[src/rtl/button_event.sv]
`default_nettype none
// ============================================================================
// button_event: debounced button level -> press/release/long-press/repeat
//   events plus a held level. Optional macro: BUTTON_EVENT_REPEAT_EN.
// Revision: 1.0
// ============================================================================
module button_event #(
  parameter int CLK_FREQ_KHZ = 100_000,
  parameter int LONG_MS      = 500,
  parameter int REPEAT_MS    = 100
) (
  input  logic clk,
  input  logic rst_n,
  input  logic btn,
  output logic press,
  output logic release_evt,  // "release" is a reserved word in SystemVerilog
  output logic long_press,
  output logic rpt,
  output logic held
);

  localparam logic [63:0] LONG_TICKS_64   = 64'(CLK_FREQ_KHZ) * 64'(LONG_MS);
  localparam logic [63:0] REPEAT_TICKS_64 = 64'(CLK_FREQ_KHZ) * 64'(REPEAT_MS);
  localparam logic [31:0] LONG_LAST       = LONG_TICKS_64[31:0] - 32'd1;
`ifdef BUTTON_EVENT_REPEAT_EN
  localparam logic [31:0] REPEAT_LAST     = REPEAT_TICKS_64[31:0] - 32'd1;
`endif

  generate
    if (LONG_TICKS_64 < 64'd1 || LONG_TICKS_64 > 64'hFFFF_FFFF) begin : g_long_range_err
      $error("button_event: LONG_TICKS must be in 1..2^32-1");
    end
    if (REPEAT_TICKS_64 < 64'd1 || REPEAT_TICKS_64 > 64'hFFFF_FFFF) begin : g_repeat_range_err
      $error("button_event: REPEAT_TICKS must be in 1..2^32-1");
    end
  endgenerate

  typedef enum logic [1:0] {
    S_IDLE    = 2'd0,
    S_PRESSED = 2'd1,
    S_REPEAT  = 2'd2
  } state_t;

  state_t      r_state;
  logic [31:0] r_count;
  logic        r_btn_d;
  logic        w_rise;
  logic        w_fall;

  assign w_rise = btn & ~r_btn_d;
  assign w_fall = ~btn & r_btn_d;

`ifndef BUTTON_EVENT_REPEAT_EN
  assign rpt = 1'b0;
`endif

  always_ff @(posedge clk or negedge rst_n) begin
    if (!rst_n) begin
      r_state     <= S_IDLE;
      r_count     <= 32'd0;
      r_btn_d     <= 1'b0;
      press       <= 1'b0;
      release_evt <= 1'b0;
      long_press  <= 1'b0;
      held        <= 1'b0;
`ifdef BUTTON_EVENT_REPEAT_EN
      rpt         <= 1'b0;
`endif
    end else begin
      r_btn_d     <= btn;
      press       <= 1'b0;
      release_evt <= 1'b0;
      long_press  <= 1'b0;
`ifdef BUTTON_EVENT_REPEAT_EN
      rpt         <= 1'b0;
`endif
      case (r_state)
        S_IDLE: begin
          if (w_rise) begin
            r_state <= S_PRESSED;
            r_count <= 32'd0;
            press   <= 1'b1;
            held    <= 1'b1;
          end
        end
        S_PRESSED: begin
          // A fall on the threshold edge takes priority over long_press.
          if (w_fall) begin
            r_state     <= S_IDLE;
            r_count     <= 32'd0;
            release_evt <= 1'b1;
            held        <= 1'b0;
          end else if (r_count == LONG_LAST) begin
            r_state    <= S_REPEAT;
            r_count    <= 32'd0;
            long_press <= 1'b1;
          end else begin
            r_count <= r_count + 32'd1;
          end
        end
        S_REPEAT: begin
          if (w_fall) begin
            r_state     <= S_IDLE;
            r_count     <= 32'd0;
            release_evt <= 1'b1;
            held        <= 1'b0;
`ifdef BUTTON_EVENT_REPEAT_EN
          end else if (r_count == REPEAT_LAST) begin
            r_count <= 32'd0;
            rpt     <= 1'b1;
          end else begin
            r_count <= r_count + 32'd1;
`endif
          end
        end
        default: begin
          r_state <= S_IDLE;
          r_count <= 32'd0;
          held    <= 1'b0;
        end
      endcase
    end
  end

endmodule
`default_nettype wire
[config.mk]
export PLATFORM = sky130hd
export DESIGN_NAME = button_event
export DESIGN_NICKNAME = d
export VERILOG_FILES = /design/src/rtl/button_event.sv
export SDC_FILE = /design/constraint.sdc
export NUM_CORES = 1
export LEC_CHECK = 0
export ABC_AREA = 1
export BUFFER_PORTS_ARGS = -buffer_cell sky130_fd_sc_hd__buf_2
export CORE_MARGIN = 2
export CORE_UTILIZATION = 50
export DETAILED_ROUTE_END_ITERATION = 16
export HOLD_SLACK_MARGIN = 0.02
export PLACE_DENSITY = 0.66
export SYNTH_ARGS = -nofsm -noshare
export SYNTH_HDL_FRONTEND = slang
export SYNTH_SLANG_ARGS = --single-unit
[constraint.sdc]
create_clock -name clk -period 3.32 [get_ports clk]
set_input_delay 0.664 -clock clk [delete_from_list [all_inputs] [get_ports clk]]
set_output_delay 0.664 -clock clk [all_outputs]
set_load 0.005 [all_outputs]
# == Word-level counts from Yosys, hierarchy flattened ==
# Index checks and enable logic that the tools add are counted.
# W data, S select, Z words.
# classes
muxes,20
n_div,0
n_reduce_logical,5
n_lt_le_gt_ge,0
add_sub_neg,1
multipliers,0
bitwise_logic,4
n_shift,0
n_eq_ne,7
# op_table
cell,count
$mux W32,4
$pmux W32 S3,1
$add A32 B1 Y32 const B,1
$eq A32 B26 Y1 const B,1
$mux W1,9
$mux W2,4
$pmux W2 S3,1
$ne A2 B2 Y1 const B,2
$reduce_and A2 Y1,2
$ne A3 B3 Y1 const B,1
$reduce_and A3 Y1,1
$and A1 B1 Y1,2
$eq A2 B1 Y1 const B,1
$eq A2 B2 Y1 const B,1
$logic_not A2 Y1,1
$ne A2 B1 Y1 const B,1
$not A1 Y1,2
$pmux W1 S2,1
$reduce_or A2 Y1,1
# totals
output_inout_bits,5
rom_bits,0
in_bits,3
word_cells,44
latch_bits,0
regBits,39
ramBits,0
n_memories,0

# == Depth between registers and ports, before layout ==
# depth
word_depth,4
ltp_mapped,11
depth_no_buf,11

# == Worst setup path after synthesis ==
# Ideal clock, no wire load.
# synth_timing
path_type,input-to-reg
start,input btn
end,register r_count[23]
path_buffers,1
slack_ns,1.655
arrival_time_ns,1.551
required_time_ns,3.205
setup_ns,0.115
path_stages,11
cell_sequence,inv_1 > nand2_1 > nand2_1 > nand2_1 > buf_2 > nor2_4 > nand2_1 > nor2_1 > nand2_1 > nand2_1 > nor2_1
# synth_via
elab_chain_len,4
elab_cells_between_ends,8
classes_between,2 x eq/ne; 2 x mux; 3 x bitwise; 1 x reduce/logical
# synth_rtl
element,line_no,text
from (decl),14,"input logic btn,"
$not A1 Y1,51,assign w_fall = ~btn & r_btn_d;
$and A1 B1 Y1,51,
$mux W32 / $ne A2 B2 Y1 (equally long branches),n/a,
$pmux W32 S3 / $reduce_and A2 Y1 (equally long branches),n/a,
to (signal assigned),98,r_count <= r_count + 32'd1;
to (decl),45,logic [31:0] r_count;
# Parallel ways exist; a longest one is shown, timed or not.
# A chain may end at the register's enable or synchronous reset.

# == Final worst setup path ==
# layout_timing
start,register r_state[0]
end,register r_count[27]
# layout_via
elab_chain_len,3
elab_cells_between_ends,7
classes_between,4 x eq/ne; 1 x mux; 2 x reduce/logical
# layout_rtl
element,line_no,text
from (decl),44,state_t r_state;
from (signal assigned),59,r_state <= S_IDLE;
from (signal assigned),80,r_state <= S_PRESSED;
from (signal assigned),89,r_state <= S_IDLE;
$eq A2 B2 Y1 / $logic_not A2 Y1 (equally long branches),77,case (r_state)
$ne A2 B2 Y1 (no source line),n/a,
$reduce_and A2 Y1 (no source line),n/a,
# Parallel ways exist; a longest one is shown, timed or not.

==> metrics.txt <==
run status complete, no violations; cell area power density 485.1 nW/µm²; crit start category flip-flop; ys flop type dfrtp_1; port bufs 6; Core ar. 4692 µm²; largest net degree at the start of global routing 40; WL/cell 12.79 µm; clk sinks 39; Final Slew Violations 0; post-synthesis sequential area ratio roughly two fifths; largest cells by area after synthesis dfrtp_1 40%, nand2_1 15%, nor2_1 12%; wirelength, routed 5.243 mm; share of the synthesized area in the top cell type between 40% and 50%; vias in the first global route 1,871; peak supply drop 0.2340 mV; R2R depth 11; GRT Resource Usage Total 21.34%; die width between 70 and 80 µm; grt ovf 0; Final GP Congestion around 0.91; Worst Path Max Fanout 18; Worst path depth 11; largest area contributor in the synthesized netlist dfrtp_1; Hold Vio Cnt, Final 0; number of setup buffers added after CTS 0; Synth top cells by count 94 x nand2_1, 78 x nor2_1, 45 x inv_1, 39 x dfrtp_1, 22 x nand3_1; Final HPWL DP 3.948 mm; Clock transition at path regs 90 ps; setup TNS 0 ps; row count 25; Tightest Pin Transition between 800 and 900 ps; fmax 465.8 MHz; total number of vias a little over 2,000; Cell Area, Synth approximately 2400 µm²; drt drc 0; Yosys warning count 0; syn_area_per_cell 6.950 µm²; top-count cell post-synth nand2_1; die area approximately 5400 µm²; Max-slew headroom 42.86%; Syn Inst Count 348; Critical Path Max Stage Delay 400 ps; crit-path leading delay family simple AND/OR/NAND/NOR gates; P_leak 1.184 nW; fraction of layout cells with a size suffix above 1 8.146%; drt via density 5.061; Setup CP Type flip-flop to flip-flop; Post-synth EDFFs 0; global-route wire length before repair approximately 8.9 mm; Max Clock Skew slightly above 9 ps; Filler Cells Inserted 449; TritonCTS clock tree yes; Detailed Route Iter0 Violations 113; first-pass detailed-route iteration total 4; Mapped Nets about 360; final antenna-violating net count 0; worst endpoint data arrival time 2380 ps; Placement Cell Area 2471 µm²; clk_lat worst skew 300 ps; Hold Buf Count CTS 0; Final setup viols 0; RSZ-0062 raised after global routing false; post-route cell area ~2600 µm²; Clock Path Buffers 2; initial core utilization 51.55%; Crit-path slowest cell inv_2; H-tree levels 2; initial antenna violation count 0; Hold WC Path Type input port to async pin; Max Cap Viol 0; Critical Path RT 3550 ps; io pins 8; WP buf/inv 2; Post-CTS Resized 0; CP endpoint kind flip-flop; Synth Register Bits 39; die height 73.55 µm; Synth async-reset ratio 100.0%; CTS Buf Count 5; antenna cells 0; Tcrit/Tclk final 64.66%; clock period minus final worst setup slack approximately 2100 ps; nets 362; clk root buf clkbuf_8; CP cell instances inv_1 -> ha_1 -> nand2_1 -> nand2_1 -> inv_2 -> nand2_1 -> nor2_1 -> nand2_1 -> nand2_1 -> nand2_1 -> nor2_1; Distinct cells, synth 29; Layout area overhead 7.812%; crit-path most repeated cell nand2_1
-- cells in the final DEF (no fill, tap or decap), types with 4 or more instances in the layout --
master | netlist | layout
nand4_1 | 14 | 14
clkbuf_8 | 0 | 5
inv_1 | 45 | 45
nor2_2 | 4 | 4
nand2_1 | 94 | 94
xor2_1 | 9 | 9
buf_2 | 3 | 6
ha_1 | 4 | 4
nor2_1 | 78 | 78
o21ai_0 | 5 | 5
nand3_1 | 22 | 22
dfrtp_1 | 39 | 39
nor3_1 | 5 | 5
-- final timing paths --
| check | end | slack (ps) | start |
|---|---|---|---|
| max | r_count[27]$_DFFE_PN0P_ | 1170 | r_state[0]$_DFFE_PN0P_ |
| max in group asynchronous | r_count[9]$_DFFE_PN0P_ | 2300 | rst_n |
| min reg2reg | held$_DFFE_PN0P_ | 510 | held$_DFFE_PN0P_ |
| min in group clk | r_btn_d$_DFF_PN0_ | 500 | btn |
| min | press$_DFF_PN0_ | 460 | rst_n |
| max reg2reg | r_count[27]$_DFFE_PN0P_ | 1170 | r_state[0]$_DFFE_PN0P_ |
-- metal layers --
metal  GRT usage (%)  up-vias  routed length (µm)
met3           3.292        7                 176
met4           6.061        0                  73
li1                -     1088                   -
met2           32.74       34                2266
met5               0        -                   0
met1           31.12      946                2727
-- sequential cells by signal, indices dropped and copies added (netlist names) --
name / cells
held: 1
long_press: 1
press: 1
r_btn_d: 1
r_count: 32
r_state: 2
release_evt: 1
-- report_power, final --
| group | total, mW | switching, mW | internal, mW |
|---|---|---|---|
| Clock | 0.478 | 0.178 | 0.300 |
| Sequential | 0.524 | 0.0228 | 0.502 |
| Combinational | 0.263 | 0.199 | 0.0637 |
-- final cells by class --
type	count	area (µm²)	area share, %
inverter	48	185.2	7.102
tap	54	67.56	2.591
sequential	39	975.9	37.43
timing repair buffer	6	30.03	1.152
multi-input combinational	255	1212	46.50
clock buffer	5	68.82	2.639
clock inverter	3	67.56	2.591
-- per-stage QoR --
stage | total power, mW | std cells | setup WS (ps) | util [%] | hold WS (ps)
2_1_floorplan | 0.7516 | 348 | 1655 | - | 368.4
3_3_place_gp | 0.7972 | 402 | 1069 | 52.67 | 473.3
3_5_place_dp | 0.7995 | 402 | 978.2 | 52.67 | 487.2
4_1_cts | 1.277 | 410 | 1182 | 55.57 | 493.0
5_1_grt | 1.335 | 410 | 945.1 | 55.57 | 487.1
6_report | 1.265 | 410 | 1173 | 55.57 | 464.7
-- logic make-up (layout without fill, tap and decap cells) --
family	Yosys count	in the layout	share of synthesized area [%]
AO/OA/AOI/OAI	11	11	2.690
adder cells (fa/ha/maj)	4	4	2.069
AND/OR/NAND/NOR	227	227	40.87
XOR/XNOR	12	12	4.346
flip-flops	39	39	40.35
buffers and inverters	54	62	9.519
other	1	1	0.1551
Note: power is estimated with default switching activity, not from simulation.
